===== src/rtl/matmul_ext_loader_pkg.sv =====
`default_nettype none
// ============================================================================
// Module   : matmul_ext_loader_pkg
// Brief    : Shared sizes, word-width macro and FSM encoding for the loader.
// Revision : 1.0
// ============================================================================

`ifndef MATMUL_WORD_W
`define MATMUL_WORD_W(size, width) ((size) * (width))
`endif

package matmul_ext_loader_pkg;

  localparam int c_dwidth_def       = 8;
  localparam int c_awidth_def       = 11;
  localparam int c_mat_mul_size_def = 4;
  localparam int c_cnt_width_def    = 8;
  localparam int c_timeout_cyc_def  = 4096;

  localparam int STATE_W = 3;

  localparam logic [STATE_W-1:0] c_st_idle   = 3'd0;
  localparam logic [STATE_W-1:0] c_st_load_a = 3'd1;
  localparam logic [STATE_W-1:0] c_st_load_b = 3'd2;
  localparam logic [STATE_W-1:0] c_st_start  = 3'd3;
  localparam logic [STATE_W-1:0] c_st_wait   = 3'd4;
  localparam logic [STATE_W-1:0] c_st_drain  = 3'd5;
  localparam logic [STATE_W-1:0] c_st_clear  = 3'd6;

endpackage

`default_nettype wire


===== src/rtl/matmul_loader_skid.sv =====
`default_nettype none
// ============================================================================
// Module   : matmul_loader_skid
// Brief    : Two-entry FIFO catching BRAM C read data, with occupancy output.
// Revision : 1.0
// ============================================================================
module matmul_loader_skid #(
  parameter int WIDTH = 32
) (
  input  logic             clk,
  input  logic             reset,
  input  logic             push,
  input  logic [WIDTH-1:0] push_data,
  input  logic             pop,
  output logic             valid,
  output logic [WIDTH-1:0] head_data,
  output logic [1:0]       count
);

  logic [WIDTH-1:0] r_mem [2];
  logic             r_wr_ptr;
  logic             r_rd_ptr;
  logic [1:0]       r_count;
  logic             w_push;
  logic             w_pop;

  // Pushing into a full FIFO is only legal when a pop frees a slot that cycle.
  assign w_pop  = pop && (r_count != 2'd0);
  assign w_push = push && ((r_count != 2'd2) || w_pop);

  always_ff @(posedge clk) begin
    if (reset) begin
      r_mem[0] <= '0;
      r_mem[1] <= '0;
      r_wr_ptr <= 1'b0;
      r_rd_ptr <= 1'b0;
      r_count  <= 2'd0;
    end else begin
      if (w_push) begin
        r_mem[r_wr_ptr] <= push_data;
        r_wr_ptr        <= ~r_wr_ptr;
      end
      if (w_pop) begin
        r_rd_ptr <= ~r_rd_ptr;
      end
      case ({w_push, w_pop})
        2'b10:   r_count <= r_count + 2'd1;
        2'b01:   r_count <= r_count - 2'd1;
        default: r_count <= r_count;
      endcase
    end
  end

  assign valid     = (r_count != 2'd0);
  assign head_data = r_mem[r_rd_ptr];
  assign count     = r_count;

endmodule

`default_nettype wire


===== src/rtl/matmul_ext_loader.sv =====
`default_nettype none
// ============================================================================
// Module   : matmul_ext_loader
// Brief    : Port-1 host engine: load A/B, kick compute, drain C, clear done.
//            Optional WAIT watchdog enabled by defining MATMUL_LOADER_TIMEOUT_EN.
// Revision : 1.0
// ============================================================================
module matmul_ext_loader
  import matmul_ext_loader_pkg::*;
#(
  parameter int DWIDTH       = c_dwidth_def,
  parameter int AWIDTH       = c_awidth_def,
  parameter int MAT_MUL_SIZE = c_mat_mul_size_def,
  parameter int CNT_WIDTH    = c_cnt_width_def,
  parameter int TIMEOUT_CYC  = c_timeout_cyc_def
) (
  input  logic                                           clk,
  input  logic                                           reset,
  input  logic                                           go,
  input  logic [AWIDTH-1:0]                              base_a,
  input  logic [AWIDTH-1:0]                              base_b,
  input  logic [AWIDTH-1:0]                              base_c,
  input  logic [7:0]                                     stride,
  input  logic [CNT_WIDTH-1:0]                           num_rows,
  output logic                                           busy,
  output logic                                           done,
  output logic                                           error,
  input  logic                                           in_valid,
  output logic                                           in_ready,
  input  logic [`MATMUL_WORD_W(MAT_MUL_SIZE, DWIDTH)-1:0] in_data,
  output logic                                           out_valid,
  input  logic                                           out_ready,
  output logic [`MATMUL_WORD_W(MAT_MUL_SIZE, DWIDTH)-1:0] out_data,
  output logic [AWIDTH-1:0]                              bram_addr_a_ext,
  output logic [AWIDTH-1:0]                              bram_addr_b_ext,
  output logic [AWIDTH-1:0]                              bram_addr_c_ext,
  output logic [`MATMUL_WORD_W(MAT_MUL_SIZE, DWIDTH)-1:0] bram_wdata_a_ext,
  output logic [`MATMUL_WORD_W(MAT_MUL_SIZE, DWIDTH)-1:0] bram_wdata_b_ext,
  output logic [MAT_MUL_SIZE-1:0]                        bram_we_a_ext,
  output logic [MAT_MUL_SIZE-1:0]                        bram_we_b_ext,
  input  logic [`MATMUL_WORD_W(MAT_MUL_SIZE, DWIDTH)-1:0] bram_rdata_c_ext,
  output logic [`MATMUL_WORD_W(MAT_MUL_SIZE, DWIDTH)-1:0] bram_wdata_c_ext,
  output logic [MAT_MUL_SIZE-1:0]                        bram_we_c_ext,
  output logic                                           start_reg,
  output logic                                           clear_done_reg,
  input  logic                                           done_mat_mul
);

  localparam int WORD_W = `MATMUL_WORD_W(MAT_MUL_SIZE, DWIDTH);

  logic [STATE_W-1:0]      r_state;
  logic [STATE_W-1:0]      w_next_state;

  logic [AWIDTH-1:0]       r_addr;
  logic [AWIDTH-1:0]       r_stride;
  logic [AWIDTH-1:0]       r_base_b;
  logic [AWIDTH-1:0]       r_base_c;
  logic [CNT_WIDTH-1:0]    r_num_rows;
  logic [CNT_WIDTH-1:0]    r_row;
  logic [CNT_WIDTH-1:0]    r_popped;
  logic                    r_zero_done;

  logic [AWIDTH-1:0]       r_addr_a;
  logic [AWIDTH-1:0]       r_addr_b;
  logic [AWIDTH-1:0]       r_addr_c;
  logic [WORD_W-1:0]       r_wdata_a;
  logic [WORD_W-1:0]       r_wdata_b;
  logic [MAT_MUL_SIZE-1:0] r_we_a;
  logic [MAT_MUL_SIZE-1:0] r_we_b;

  logic                    r_rd_p1;
  logic                    r_rd_p2;

  logic                    w_busy;
  logic                    w_in_ready;
  logic                    w_start;
  logic                    w_clear;
  logic                    w_drain;
  logic                    w_wr_fire;
  logic                    w_last_row;
  logic                    w_last_pop;
  logic                    w_rd_issue;
  logic                    w_pop;
  logic                    w_timeout;
  logic                    w_fifo_valid;
  logic [1:0]              w_fifo_count;
  logic [2:0]              w_occupancy;
  logic [WORD_W-1:0]       w_fifo_head;

  // ------------------------------------------------------------------ FSM
  always_ff @(posedge clk) begin
    if (reset) begin
      r_state <= c_st_idle;
    end else begin
      r_state <= w_next_state;
    end
  end

  always_comb begin
    w_next_state = r_state;
    case (r_state)
      c_st_idle:   if (go && (num_rows != '0)) w_next_state = c_st_load_a;
      c_st_load_a: if (w_wr_fire && w_last_row) w_next_state = c_st_load_b;
      c_st_load_b: if (w_wr_fire && w_last_row) w_next_state = c_st_start;
      c_st_start:  w_next_state = c_st_wait;
      c_st_wait: begin
        if (done_mat_mul) begin
          w_next_state = c_st_drain;
        end else if (w_timeout) begin
          w_next_state = c_st_clear;
        end
      end
      c_st_drain:  if (w_pop && w_last_pop) w_next_state = c_st_clear;
      c_st_clear:  w_next_state = c_st_idle;
      default:     w_next_state = c_st_idle;
    endcase
  end

  always_comb begin
    w_busy     = 1'b1;
    w_in_ready = 1'b0;
    w_start    = 1'b0;
    w_clear    = 1'b0;
    w_drain    = 1'b0;
    case (r_state)
      c_st_idle:                w_busy     = 1'b0;
      c_st_load_a, c_st_load_b: w_in_ready = 1'b1;
      c_st_start:               w_start    = 1'b1;
      c_st_drain:               w_drain    = 1'b1;
      c_st_clear:               w_clear    = 1'b1;
      default:                  w_busy     = 1'b1;
    endcase
  end

  // ------------------------------------------------------------- handshakes
  assign w_wr_fire   = in_valid && w_in_ready;
  assign w_last_row  = (r_row == (r_num_rows - CNT_WIDTH'(1)));
  assign w_last_pop  = (r_popped == (r_num_rows - CNT_WIDTH'(1)));
  assign w_pop       = w_fifo_valid && out_ready;

  // Reads in flight count against FIFO space so every returning word has a slot.
  assign w_occupancy = 3'(w_fifo_count) + 3'(r_rd_p1) + 3'(r_rd_p2);
  assign w_rd_issue  = w_drain && (r_row != r_num_rows) && (w_occupancy < 3'd2);

  // --------------------------------------------------------------- datapath
  always_ff @(posedge clk) begin
    if (reset) begin
      r_addr      <= '0;
      r_stride    <= '0;
      r_base_b    <= '0;
      r_base_c    <= '0;
      r_num_rows  <= '0;
      r_row       <= '0;
      r_popped    <= '0;
      r_zero_done <= 1'b0;
      r_addr_a    <= '0;
      r_addr_b    <= '0;
      r_addr_c    <= '0;
      r_wdata_a   <= '0;
      r_wdata_b   <= '0;
      r_we_a      <= '0;
      r_we_b      <= '0;
      r_rd_p1     <= 1'b0;
      r_rd_p2     <= 1'b0;
    end else begin
      r_zero_done <= 1'b0;
      r_we_a      <= '0;
      r_we_b      <= '0;
      r_rd_p1     <= w_rd_issue;
      r_rd_p2     <= r_rd_p1;
      case (r_state)
        c_st_idle: begin
          if (go) begin
            r_addr      <= base_a;
            r_stride    <= AWIDTH'(stride);
            r_base_b    <= base_b;
            r_base_c    <= base_c;
            r_num_rows  <= num_rows;
            r_row       <= '0;
            r_popped    <= '0;
            r_zero_done <= (num_rows == '0);
          end
        end
        c_st_load_a, c_st_load_b: begin
          if (w_wr_fire) begin
            if (r_state == c_st_load_a) begin
              r_addr_a  <= r_addr;
              r_wdata_a <= in_data;
              r_we_a    <= '1;
            end else begin
              r_addr_b  <= r_addr;
              r_wdata_b <= in_data;
              r_we_b    <= '1;
            end
            // The running address hops to the next matrix base on the last row.
            if (w_last_row) begin
              r_row  <= '0;
              r_addr <= (r_state == c_st_load_a) ? r_base_b : r_base_c;
            end else begin
              r_row  <= r_row + CNT_WIDTH'(1);
              r_addr <= r_addr + r_stride;
            end
          end
        end
        c_st_drain: begin
          if (w_rd_issue) begin
            r_addr_c <= r_addr;
            r_addr   <= r_addr + r_stride;
            r_row    <= r_row + CNT_WIDTH'(1);
          end
          if (w_pop) begin
            r_popped <= r_popped + CNT_WIDTH'(1);
          end
        end
        default: begin
          r_row <= r_row;
        end
      endcase
    end
  end

  // --------------------------------------------------------------- watchdog
`ifdef MATMUL_LOADER_TIMEOUT_EN
  localparam int c_to_w = $clog2(TIMEOUT_CYC + 1);

  logic [c_to_w-1:0] r_wait_cnt;
  logic              r_error;

  always_ff @(posedge clk) begin
    if (reset || (r_state != c_st_wait)) begin
      r_wait_cnt <= '0;
    end else begin
      r_wait_cnt <= r_wait_cnt + c_to_w'(1);
    end
  end

  assign w_timeout = (r_state == c_st_wait) && !done_mat_mul &&
                     (r_wait_cnt == c_to_w'(TIMEOUT_CYC - 1));

  always_ff @(posedge clk) begin
    if (reset) begin
      r_error <= 1'b0;
    end else if ((r_state == c_st_idle) && go) begin
      r_error <= 1'b0;
    end else if (w_timeout) begin
      r_error <= 1'b1;
    end
  end

  assign error = r_error;
`else
  logic w_unused_timeout;

  assign w_unused_timeout = (TIMEOUT_CYC != 0);
  assign w_timeout        = 1'b0;
  assign error            = 1'b0;
`endif

  // ----------------------------------------------------------- C read FIFO
  matmul_loader_skid #(
    .WIDTH (WORD_W)
  ) u_skid (
    .clk       (clk),
    .reset     (reset),
    .push      (r_rd_p2),
    .push_data (bram_rdata_c_ext),
    .pop       (w_pop),
    .valid     (w_fifo_valid),
    .head_data (w_fifo_head),
    .count     (w_fifo_count)
  );

  // ---------------------------------------------------------------- outputs
  assign busy             = w_busy;
  assign done             = w_clear || r_zero_done;
  assign in_ready         = w_in_ready;
  assign out_valid        = w_fifo_valid;
  assign out_data         = w_fifo_head;
  assign start_reg        = w_start;
  assign clear_done_reg   = w_clear;
  assign bram_addr_a_ext  = r_addr_a;
  assign bram_addr_b_ext  = r_addr_b;
  assign bram_addr_c_ext  = r_addr_c;
  assign bram_wdata_a_ext = r_wdata_a;
  assign bram_wdata_b_ext = r_wdata_b;
  assign bram_we_a_ext    = r_we_a;
  assign bram_we_b_ext    = r_we_b;
  assign bram_wdata_c_ext = '0;
  assign bram_we_c_ext    = '0;

endmodule

`default_nettype wire

===== config.mk =====
export PLATFORM = sky130hd
export DESIGN_NAME = matmul_ext_loader
export DESIGN_NICKNAME = d
export VERILOG_FILES = /design/src/rtl/matmul_ext_loader_pkg.sv /design/src/rtl/matmul_loader_skid.sv /design/src/rtl/matmul_ext_loader.sv
export SDC_FILE = /design/constraint.sdc
export NUM_CORES = 1
export LEC_CHECK = 0
export ABC_AREA = 1
export ABC_CLOCK_PERIOD_IN_PS = 5900
export CAP_MARGIN = 10
export CORE_MARGIN = 2
export CORE_UTILIZATION = 52
export DETAILED_ROUTE_END_ITERATION = 7
export MAX_ROUTING_LAYER = met4
export PLACE_DENSITY = 0.86
export SYNTH_ARGS = -nofsm -noshare
export SYNTH_HDL_FRONTEND = slang
export SYNTH_SLANG_ARGS = --single-unit

===== constraint.sdc =====
create_clock -name clk -period 5.9 [get_ports clk]
set_input_delay 1.77 -clock clk [delete_from_list [all_inputs] [get_ports clk]]
set_output_delay 1.77 -clock clk [all_outputs]
set_load 0.005 [all_outputs]

Word-level counts from Yosys, hierarchy flattened
Memory sizes are Yosys's and may differ from the RTL's. A register that Yosys moved wholly into a read port is not among the register bits.
Cells that the tools add are included.
W data, S select, Z words.
- muxes and demuxes: 37
- equal/unequal tests: 21
- bitwise operators: 7
- add/subtract/negate cells: 8
- reductions and logical operators: 29
- magnitude comparators: 1
- operators with widths (operator ; count):
    $mux W11 ; 5
    $mux W8 ; 5
    $pmux W11 S3 ; 1
    $mux W32 ; 1
    $reduce_or A32 Y1 ; 1
    $pmux W8 S3 ; 1
    $ne A2 B2 Y1 const B ; 9
    $pmux W3 S6 ; 1
    $add A8 B1 Y8 const B ; 2
    $eq A8 B8 Y1 ; 2
    $pmux W8 S2 ; 1
    $mux W3 ; 5
    $mux W1 ; 14
    $add A11 B8 Y11 ; 1
    $eq A3 B3 Y1 const B ; 3
    $logic_and A1 B1 Y1 ; 9
    $reduce_and A3 Y1 ; 3
    $logic_not A8 Y1 ; 1
    $mux W4 ; 2
    $ne A8 B8 Y1 ; 1
    $reduce_bool A8 Y1 ; 1
    $sub A8 B1 Y8 const B ; 1
    $not A1 Y1 ; 7
    $eq A3 B2 Y1 const B ; 2
    other kinds (19) ; 24
- bits in writable memories: 64
- memories: 1
- input bits: 119
- register bits: 180
- memories (name ; depth ; width ; rd ports ; clocked after memory_dff ; write ports ; line ; text):
    u_skid.r_mem ; 2 ; 32 ; 1 ; 1 ; 2 ; matmul_loader_skid.sv:20 ; logic [WIDTH-1:0] r_mem [2];

Depth between registers and ports, before layout
- depth after elaboration: 10
- depth in mapped cells: 15
- gate-level depth less buffers: 15

Hierarchy
A second synthesis with hierarchy kept.
- cells, all modules: 1387
- area, all modules: 11229.5 um^2
- by module, submodules not included (module ; times used ; cells an instance ; seq. area each (um^2) ; area each (um^2)):
    matmul_ext_loader ; 1 ; 1146 ; 3403.3 ; 8097.8
    matmul_loader_skid ; 1 ; 241 ; 2021.9 ; 3131.8

Worst setup path before layout
OpenSTA, ideal clock, no wires.
- path type: in2reg
- start: in reset
- end: mem u_skid.r_mem[0][0] (enable)
- data required time: 5.422 ns
- cell stages on the path: 6
- path slack: 2.136 ns
- data arrival time: 3.286 ns
- setup time: 0.478 ns
- cell sequence: clkbuf_1 inv_1 clkbuf_1 nand2_1 clkbuf_1 nand2_1
- RTL lines (element ; line ; text):
    start: declaration ; matmul_ext_loader.sv:18 ; input logic reset,
    end: declaration ; matmul_loader_skid.sv:20 ;

Final worst setup path
- start: reg r_state[0]
- end: out in_ready
- word-level cells in the longest chain between the ends: 3
- RTL lines (element ; line ; text):
    start: declaration ; matmul_ext_loader.sv:51 ; logic [STATE_W-1:0] r_state;
    start signal: assignment ; matmul_ext_loader.sv:93 ; r_state <= c_st_idle;
    start signal: assignment ; matmul_ext_loader.sv:95 ; r_state <= w_next_state;
    $eq A3 B1 Y1 or $eq A3 B2 Y1 (tied branches) ; matmul_ext_loader.sv:125 ; case (r_state)
    $reduce_or A2 Y1 (*) ; matmul_ext_loader.sv:125 ;
    $mux W1 (*) ; matmul_ext_loader.sv:125 ;
    end: declaration ; matmul_ext_loader.sv:29 ; output logic in_ready,
Every way passes the cells marked *; elsewhere a longest branch is shown, timed or not.

==> metrics.md <==
| Metric | Value |
|---|---|
| Commonest non-fill, non-tap cell in the layout | `nor2_1` |
| Worst R2R Setup Slack | `3120 ps` |
| Vias | `9652` |
| Vias in the first global route | `9269` |
| CP Class | `flop to output pin` |
| Hold Buf Count CTS | `0` |
| Post-synth top area cell | `dfxtp_1` |
| CTS resizes | `0` |
| CTS tree | `built` |
| Largest net degree at the start of global routing | `57` |
| WL per Instance | `15.8 um` |
| Nets | `1695` |
| Peak VDD IR | `0.252 mV` |
| Share of layout cells above drive strength 1 | `8.22%` |
| Net Sw Power | `1910 uW` |
| Drt pass-1 iters | `6` |
| Synth top area cells | `dfxtp_1 32%, edfxtp_1 18%, nor2_1 10%` |
| Max_slew headroom | `41.9%` |
| IO Port Bufs | `261` |
| Reg2Reg Capture Point | `r_base_c[3]` |
| Peak Freq | `251 MHz` |
| Post-synthesis mux area share | `3.33%` |
| Final Skew | `8.84 ps` |
| FP Rows | `52` |
| Final wirelength | `29300 um` |
| Critical Path AT | `2220 ps` |
| Setup TNS | `0 ps` |
| Asr flop ratio synth | `0%` |
| Vias per Instance | `5.21` |
| Die X | `148 um` |
| Detail Route Antenna Nets | `0` |
| GRT met1 Usage | `32.0%` |
| Final period util | `67.7%` |
| Reg2Reg Launch Point | `r_state[0]` |
| Residual overflow from global routing | `0` |
| Htree depth | `1` |
| Mean post-synth cell area | `8.11 um2` |
| Synthesized instance count | `1333` |
| DRC viols | `0` |
| Hold endpoint | `r_rd_p2` |
| Initial Utilization | `53.2%` |
| Internal Pwr Total | `3630 uW` |
| Synth Warn # | `0` |
| GPL Wtd Cong | `0.896` |
| XOR/XNOR share of the synthesized area | `1.69%` |
| GRT Total Usage | `26.3%` |
| CP Capture Type | `output pin` |
| Clock transition at path regs | `60 ps` |
| Netlist cell types | `47` |
| Register area share after synthesis | `50.2%` |
| Startpoint types | `flop` |
| Initial DRC count | `580` |
| Power share of the clock group | `28.2%` |
| Clock Tree Root | `clkbuf_16` |
| CTS Sinks | `239` |
| Max clock buf depth | `3` |
| Global routing usage on met3 | `5.40%` |
| Core Area | `0.0203 mm2` |
| Flop pwr share | `38.4%` |
| RSZ-0062 raised after global routing | `no` |
| Worst skew pair latency | `520 ps` |
| FF+latch count, synth | `239` |
| Status | `finished, final reports clean` |
| # diodes | `0` |
| Fraction of the mapped netlist area in simple logic gates | `22.7%` |
| Setup bufs post-CTS | `0` |
| CP max FO | `25` |
| Final setup fails | `0` |
| Met2 Track Usage GR | `43.3%` |
| Most frequent cells in the layout | `287 x nor2_1, 261 x clkdlybuf4s50_1, 186 x nand2_1` |
| Ports | `299` |
| Post-synth top area share | `32.4%` |
| Leak | `0.00615 uW` |
| Worst hold path stage count | `2` |
| Initial antenna violation count | `0` |
| Hold WC Path Type | `flop to flop` |
| Adder-cell share of the synthesized area | `1.57%` |
| Post-synthesis compound-gate area fraction | `10.5%` |
| Final core utilization | `70.0%` |
| Die area | `0.0220 mm2` |
| Num CTS Buffers | `25` |
| Post-synth EDFFs | `64` |
| Most used routing layer | `met2` |
| Worst hold start | `r_rd_p1` |
| Main synth FF type | `dfxtp_1` |
| Measured slew at the worst slew-check pin | `869 ps` |
| Synth-to-Final Area Change | `31.5%` |
| DIE HEIGHT | `148 um` |
| FF-to-FF path depth | `6` |
| Synth Cell Area | `0.0108 mm2` |
| Dpl hpwl | `20400 um` |
| Sw Ratio | `34.5%` |
| First-pass GRT wire length | `45700 um` |
| Pwr/cell area | `390 mW/mm2` |
| Slew Viols, Final | `0` |
| Crit path time final | `3990 ps` |
| Maxcap violations | `0` |
| Hold Fails Final Rpt | `0` |
| Power share of the combinational group | `33.4%` |
| Crit path required time | `4130 ps` |
| Largest family of logic cells by synthesized area | `simple AND/OR/NAND/NOR gates` |
-- cell usage after synthesis, types with 4 or more instances --
library cell  number
xnor2_1            6
a31oi_1            4
a21oi_1           55
ha_1              12
nor2_2             7
nand4_1           11
nand2_1          186
edfxtp_1          64
nor2_4             4
nand2_4            5
xor2_1            13
nor3b_1            4
dfxtp_1          175
inv_1            117
inv_2             10
nand3_1           51
nor2_1           289
or2_2              5
mux2_2            32
o21ai_0          130
buf_2              4
nand2_2            4
clkbuf_1          51
buf_4             45
o22ai_1            8
nor3_1             9
-- cells by family after synthesis --
logic type | after synthesis
muxes | 32
xor gates and xnor gates | 20
DFF | 239
buffers and inverters | 233
adders and majority gates | 13
AOI/OAI and AO/OA | 214
other | 1
and+or+nand+nor | 581
-- per-layer routing --
metal / wire, um / vias up
met5: 0 / -
met4: 928 / 0
met3: 2540 / 75
met2: 13900 / 391
met1: 11900 / 4517
li1: - / 4669
-- power groups by stage --
stage	Clock, uW	Combinational [uW]	Sequential, uW
global placement	0	1790	2140
floorplan	0	1160	2100
CTS	1580	1850	2120
finish	1570	1850	2130
detailed placement	0	1830	2150
global route	1650	2050	2150
-- sequential cells by signal, indices dropped and copies added (netlist names), 2 cells and up, named ones only --
| name | count |
|---|---|
| u_skid.count | 2 |
| r_row | 8 |
| r_num_rows | 8 |
| u_skid.r_mem | 64 |
| bram_addr_c_ext | 11 |
| r_addr | 11 |
| bram_wdata_b_ext | 32 |
| r_base_c | 11 |
| r_stride | 8 |
| bram_addr_b_ext | 11 |
| bram_addr_a_ext | 11 |
| r_popped | 8 |
| r_base_b | 11 |
| r_state | 3 |
| bram_wdata_a_ext | 32 |
-- metrics by stage --
step	setup WS (ps)	instances	hold WS (ps)	power (uW)	area, um2
floorplan	2140	1369	403	3260	10900
global placement	1740	1806	407	3930	13400
detailed placement	1580	1806	426	3980	13400
CTS	1900	1852	439	5550	14200
global route	1790	1852	459	5840	14200
finish	1910	1852	429	5540	14200
-- final cells by class --
cell class	count	area, um2
inverter	127	477
multi-input combinational	897	4450
fill	1536	6090
tap	270	338
timing repair buffer	273	2700
sequential	239	5430
clock buffer	26	629
clock inverter	20	190
-- worst max-delay path, stage by stage, from the launching register on --
cell and delay [ps]:
dfxtp_1 520, inv_2 70, nor2_2 150, nand2_4 200, nand2_4 230, clkdlybuf4s50_1 530
-- worst max-delay path by stage --
stage	start	to	depth (start not counted)
2_1_floorplan	reset	u_skid.r_mem[0][0]	6
3_3_place_gp	go	r_popped[5]	7
3_5_place_dp	go	r_base_c[3]	6
4_1_cts	r_state[0]	in_ready	5
5_1_grt	r_state[0]	in_ready	5
6_report	r_state[0]	in_ready	5
Power figures use the tool's default switching activity.
